`src/rtl/vseq_pkg.sv`:
```
// Shared types and constants for the vector-store sequencer.
package vseq_pkg;

  typedef enum logic [1:0] {
    IDLE  = 2'd0,
    ISSUE = 2'd1,
    DONE  = 2'd2
  } vseq_state_e;

  localparam int unsigned VSEQ_LANES      = 5;
  localparam int unsigned VSEQ_WORD_BYTES = 4;

endpackage

```
`src/rtl/vseq_lane_pick.sv`:
```
// Combinational lowest-set-bit finder: index of the lowest set bit plus an any-set flag.
module vseq_lane_pick #(
  parameter int unsigned LANES = 5,
  parameter int unsigned IW    = 3
) (
  input  logic [LANES-1:0] vec_i,
  output logic [IW-1:0]    idx_o,
  output logic             any_o
);

  // Scan from the top down so the lowest set bit is the last one written.
  always_comb begin
    idx_o = '0;
    any_o = 1'b0;
    for (int unsigned i = LANES; i > 0; i--) begin
      if (vec_i[i-1]) begin
        idx_o = IW'(i - 1);
        any_o = 1'b1;
      end
    end
  end

endmodule

```
`src/rtl/vec_store_seq.sv`:
```
// Breaks one vector store into sequential scalar word writes, lowest lane first.
// Define VSEQ_MASK_EN to honour req_mask; otherwise every lane is written.
module vec_store_seq
  import vseq_pkg::*;
#(
  parameter int unsigned LANES = VSEQ_LANES,
  parameter int unsigned DW    = 32
) (
  input  logic               clk,
  input  logic               reset,
  input  logic               req_valid,
  output logic               req_ready,
  input  logic [DW-1:0]      req_addr,
  input  logic [LANES*DW-1:0] req_data,
  input  logic [LANES-1:0]   req_mask,
  output logic               MemWrite,
  output logic [DW-1:0]      DataAdr,
  output logic [DW-1:0]      WriteData,
  input  logic               mem_ready,
  output logic               done
);

  localparam int unsigned IW = (LANES > 1) ? $clog2(LANES) : 1;

  vseq_state_e         state_q, state_d;
  logic [DW-1:0]       addr_q, addr_d;
  logic [LANES*DW-1:0] data_q, data_d;
  logic [LANES-1:0]    pend_q, pend_d;
  logic [LANES-1:0]    mask_in;
  logic [LANES-1:0]    lane_bit;
  logic [IW-1:0]       lane_idx;
  logic                lane_any;
  int unsigned         lane_int;

`ifdef VSEQ_MASK_EN
  assign mask_in = req_mask;
`else
  // Mask is forced to all-ones; OR keeps the port referenced.
  assign mask_in = req_mask | {LANES{1'b1}};
`endif

  vseq_lane_pick #(
    .LANES (LANES),
    .IW    (IW)
  ) u_pick (
    .vec_i (pend_q),
    .idx_o (lane_idx),
    .any_o (lane_any)
  );

  assign lane_bit = LANES'(1) << lane_idx;
  assign lane_int = 32'(lane_idx);

  always_ff @(posedge clk or negedge reset) begin
    if (!reset) begin
      state_q <= IDLE;
      addr_q  <= '0;
      data_q  <= '0;
      pend_q  <= '0;
    end else begin
      state_q <= state_d;
      addr_q  <= addr_d;
      data_q  <= data_d;
      pend_q  <= pend_d;
    end
  end

  always_comb begin
    state_d = state_q;
    addr_d  = addr_q;
    data_d  = data_q;
    pend_d  = pend_q;
    case (state_q)
      IDLE: begin
        if (req_valid) begin
          addr_d  = req_addr;
          data_d  = req_data;
          pend_d  = mask_in;
          state_d = (|mask_in) ? ISSUE : DONE;
        end
      end
      ISSUE: begin
        if (!lane_any) begin
          state_d = DONE;
        end else if (mem_ready) begin
          pend_d = pend_q & ~lane_bit;
          if (pend_d == '0) state_d = DONE;
        end
      end
      DONE:    state_d = IDLE;
      default: state_d = IDLE;
    endcase
  end

  always_comb begin
    req_ready = (state_q == IDLE);
    done      = (state_q == DONE);
    MemWrite  = (state_q == ISSUE) && lane_any;
    DataAdr   = '0;
    WriteData = '0;
    if (MemWrite) begin
      DataAdr   = (addr_q & ~DW'(VSEQ_WORD_BYTES - 1))
                + DW'(lane_idx) * DW'(VSEQ_WORD_BYTES);
      WriteData = data_q[lane_int*DW +: DW];
    end
  end

endmodule

```
`config.mk`:
```
export PLATFORM = sky130hd
export DESIGN_NAME = vec_store_seq
export DESIGN_NICKNAME = d
export VERILOG_FILES = /design/src/rtl/vseq_pkg.sv /design/src/rtl/vseq_lane_pick.sv /design/src/rtl/vec_store_seq.sv
export SDC_FILE = /design/constraint.sdc
export NUM_CORES = 1
export LEC_CHECK = 0
export ABC_AREA = 1
export CORE_ASPECT_RATIO = 0.7
export CORE_MARGIN = 4
export CORE_UTILIZATION = 48
export DETAILED_ROUTE_END_ITERATION = 6
export DONT_BUFFER_PORTS = 1
export SLEW_MARGIN = 20
export SYNTH_ARGS = -nofsm -noshare
export SYNTH_HDL_FRONTEND = slang
export SYNTH_SLANG_ARGS = --single-unit
```
`constraint.sdc`:
```
create_clock -name clk -period 3.95 [get_ports clk]
set_input_delay 0.79 -clock clk [delete_from_list [all_inputs] [get_ports clk]]
set_output_delay 0.79 -clock clk [all_outputs]
set_load 0.01 [all_outputs]
```
## Word level (Yosys, flattened, before mapping)

Cells that the tools add are included.

- Output and inout port bits: 67
- Register bits: 199
- Memory bits (read-only): 0
- Bits in writable memories: 0
- Memories: 0
- Bits in latches: 0
- Word-level logic and storage cells: 44
- Input bits: 201

- Shift operators: 2
- Magnitude comparators: 0
- Reductions and logical operators: 7
- Add/sub/neg operators: 1
- Divide/modulo/power cells: 0
- $mul: 0
- Bitwise logic cells: 2
- Muxes and demuxes: 21
- Eq/ne operators: 7

Operators with widths:

| cell | count |
|---|---|
| $shiftx 160x9->32 | 1 |
| $mux 32 | 2 |
| $add 32x5->32 | 1 |
| $mux 3 | 5 |
| $mux 5 | 3 |
| $pmux 5 s2 | 1 |
| $mux 2 | 4 |
| $ne 2x2->1 const B | 3 |
| $ne 3x3->1 const B | 2 |
| $and 5x5->5 | 1 |
| $logic_not 5->1 | 1 |
| $mux 1 | 5 |
| $not 5->5 | 1 |
| $shl 1x3->5 const A | 1 |
| $pmux 2 s2 | 1 |
| $reduce_and 4->1 | 1 |
| $reduce_and 3->1 | 1 |
| $eq 2x1->1 const B | 1 |
| $eq 2x2->1 const B | 1 |
| $logic_not 2->1 | 1 |
| $reduce_and 2->1 | 1 |
| $reduce_bool 2->1 | 1 |
| $logic_and 1x1->1 | 1 |

## Logic depth before layout (Yosys ltp)

- Depth after elaboration: 13
- Mapped depth: 16
- Mapped depth without buffers: 16

## Hierarchy

A second synthesis with hierarchy kept.

- Cells, all modules: 1022
- Area, all modules: 9865.7 um^2

By module, submodules not included:

| module | cells an instance | area each (um^2) | instances | sequential area each (um^2) |
|---|---|---|---|---|
| vec_store_seq | 1011 | 9811.9 | 1 | 4929.7 |
| vseq_lane_pick | 11 | 53.8 | 1 | 0.0 |

## Least setup slack after synthesis

No wires, ideal clock.

- Kind: register -> output
- Start point: register pend_q[2]
- End point: output port DataAdr[24]
- Data required time: 3.160 ns
- Cell stages (with the launch flop): 15
- Path slack: 1.200 ns
- Path buffers: 1
- Arrival: 1.960 ns
- Cells stage by stage: dfrtp_1 inv_2 nand2_1 a21oi_4 buf_4 ha_1 ha_1 inv_1 nand2_2 nand2_1 nand2_2 nand3_2 nor2_1 o21ai_0 nor2_1

- Cells in the longest elaborated chain, start to end: 5
- Elaborated cells between the ends (all ways): 9
- Those cells by class: add/sub: 1; mux: 7; reduce/logical: 1

Ends and longest elaborated chain:

| element | RTL line | source |
|---|---|---|
| start: declaration | vec_store_seq.sv:28 | `logic [LANES-1:0] pend_q, pend_d;` |
| start signal: assignment | vec_store_seq.sv:64 | `pend_q <= pend_d;` |
| $mux 3 or $mux 1 (tied branches) (3 in a row) | vseq_lane_pick.sv:16 | `if (vec_i[i-1]) begin` |
| $add 32x5->32 or $logic_and 1x1->1 (tied branches) | vec_store_seq.sv:103, vec_store_seq.sv:98 |  |
| $mux 32 * | vec_store_seq.sv:101 | `if (MemWrite) begin` |
| end: declaration | vec_store_seq.sv:17 | `output logic [DW-1:0] DataAdr,` |

Mark *: on every way between the ends. The rest lies on a longest branch, timed or not.

## Worst setup path in the final report

- Start point: register pend_q[0]
- End point: output port DataAdr[16]

- Cells in the longest elaborated chain, start to end: 3
- Elaborated cells between the ends (all ways): 5
- Those cells by class: add/sub: 1; mux: 3; reduce/logical: 1

Ends and longest elaborated chain:

| element | RTL line |
|---|---|
| $mux 3 or $mux 1 (tied branches) | vseq_lane_pick.sv:16 |
| $add 32x5->32 or $logic_and 1x1->1 (tied branches) | vec_store_seq.sv:103, vec_store_seq.sv:98 |
| $mux 32 * | vec_store_seq.sv:101 |

Marks and branches as above.

==> results.py <==
metrics = {
    "power": {
        "p_per_area_nw_per_um2": 869,
        "p_leak_uw": 0.00454,
        "ir_worst_vdd_uv": 461,
    },
    "place": {
        "gp_congestion": 0.915,
        "hpwl_um": 16900,
        "placed_area_um2": 9850,
        "pre_cts_ws_ps": 838,
        "io_buffer_count": 0,
    },
    "sta": {
        "skew_ps": 11.3,
        "worst_pin_slew_ps": 1080,
        "fin_tns_setup_ps": 0,
        "hold_viol": 0,
        "fin_crit_sh": 0.905,
        "rsz0062_at_grt": "no",
        "layout_setup_ws_ps": 375,
        "setup_viol": 0,
        "period_needed_ps": 3570,
        "clock.fmax_mhz": 280,
        "slew_violations": 0,
        "slew-limit-headroom": 0.282,
    },
    "synth": {
        "synth_async_sr_flop_share": 1.00,
        "syn_area_um2": 9630,
        "synth_warnings": 0,
        "ys_ff_latch": 197,
        "synth_cell_types": 35,
        "yosysSeqAreaShare": 0.512,
        "synthFlopType": "dfrtp_1",
        "synth_top_cell_by_area": "dfrtp_1",
        "synth_top_area_share": 0.512,
        "synth_area_leaders": "dfrtp_1, mux2_2, nand2_1",
        "synth-edff-count": 0,
        "synth_cells": 917,
        "avgSynthCellArea_um2": 10.5,
    },
    "cts": {
        "numCtsBuffers": 17,
        "cts.sinks": 197,
        "ctsHoldBuffers": 0,
        "cts_tree": "done",
        "postCtsSetupRepairBufs": 0,
        "clkTransAtPathRegs_ps": 70,
        "root_buffer": "clkbuf_16",
        "cts.path.max_buffers": 2,
        "h-tree-depth": 4,
        "clk_latency_ps": 450,
        "post_cts_resized": 0,
    },
    "die": {
        "initial_core_util": 0.488,
        "die_area_um2": 22400,
        "die_h_um": 127,
        "core_um2": 19700,
        "die_x_um": 177,
        "pin_count": 268,
        "rows": 43,
    },
    "critical_path": {
        "startpoint_type": "register",
        "crit_required_ps": 3160,
        "worstPathArrival_ps": 2780,
        "end_kind": "output pin",
        "crit_type": "reg2out",
        "cp_max_fo": 8,
    },
    "global_route": {
        "grt_overflow": 0,
        "grt_usage": 0.220,
        "grt_max_degree": 198,
        "antenna_found_initial": 14,
        "first_global_vias": 6583,
        "grt_first_pass_wirelength_um": 38100,
    },
    "route": {
        "drt_iter0_drc": 451,
        "routedWlPerCell_um": 20.8,
        "drc": 0,
        "via_per_inst": 5.67,
        "ant_nets": 0,
        "via_count": 6723,
        "routed_wl_um": 24600,
        "first_pass_iters": 7,
    },
    "layout": {
        "final_nets": 1103,
        "multi_input_area_um2": 4290,
        "ff_latch_area_um2": 4930,
        "nFillCells": 1798,
        "drive_gt1_frac": 0.272,
        "final_common_cell": "dfrtp_1",
        "syn_to_final_growth_pct": 8.49,
        "final_cell_area_um2": 10500,
        "final_cell_mix": "dfrtp_1, mux2_2, nand2_1, nor2_1, a21oi_1",
    },
    "status": {
        "status": "completed",
    },
    "job": {
        "drv_cap": 0,
    },
    "worst_hold_path": {
        "hp-class": "in2async",
    },
}
[registers in the layout, indices dropped and copies added (netlist names)]
name	count
pend_q	5
state_q	2
addr_q	30
data_q	160
[report_power, final]
part / total [uW] / internal, uW / switching [uW] / leakage [uW]
clock: 1770 / 974 / 796 / 0.000284
sequential: 3660 / 3050 / 612 / 0.00230
combinational: 3650 / 1620 / 2030 / 0.00196
[metrics by stage]
stage	std cells	util	total power, uW	hold slack, ps
after detailed placement	1150	0.499	7390	487
after CTS	1181	0.529	9180	18.5
after global placement	1150	0.499	7290	481
final	1185	0.529	9080	42.4
after global routing	1184	0.529	9770	12.8
after floorplan	918	-	6520	474
[logic make-up after synthesis]
logic type	synth area share
flops	0.512
buf+inv	0.0448
fa+ha+maj	0.00390
compound gates	0.0865
simple gates	0.140
xor+xnor	0.00546
other cells	0.000389
mux	0.207
[final timing paths]
path	startpoint	endpoint	slack (ps)	cells after the start
max	pend_q[0]	DataAdr[16]	380	11
min	reset	data_q[69]	40	0
max reg2reg	pend_q[0]	pend_q[2]	1740	8
min reg2reg	data_q[135]	data_q[135]	500	1
max in group asynchronous	reset	data_q[124]	3630	0
min in group clk	req_data[61]	data_q[61]	490	1
[cells in the mapped netlist (5+ instances only)]
master      n
a21oi_1    52
buf_2      24
buf_4       8
clkbuf_1   18
dfrtp_1   197
inv_1      43
inv_2       5
mux2_2    177
nand2_1   124
nand2_2     6
nand3_1    51
nand4_1    14
nor2_1     68
nor3_1     15
o21ai_0    44
o21ai_1     6
o221ai_1   32
xor2_1      6
[critical path, stage by stage (launching register included)]
cell	delay (ps)
dfrtp_1	450
nor2_4	240
inv_1	110
nor3_4	180
ha_1	290
nand4_1	110
nor2_1	120
nand2_1	70
nand2_2	170
a21oi_1	90
nor3_1	330
buf_4	190
[layout make-up]
cell class / instances / share of cell area
clock inverter: 12 / 0.0136
sequential: 197 / 0.472
antenna: 4 / 0.000958
multi-input combinational: 622 / 0.410
inverter: 48 / 0.0172
timing repair buffer: 13 / 0.0105
tap: 270 / 0.0323
clock buffer: 19 / 0.0433
[metal layers]
layer	vias to the layer above	wire length [um]	track usage
li1	3163	-	-
met1	3285	11100	0.303
met2	209	10700	0.321
met3	44	2460	0.0986
met4	22	325	0.0559
met5	-	124	0
Note: power is estimated with default switching activity, not from simulation.
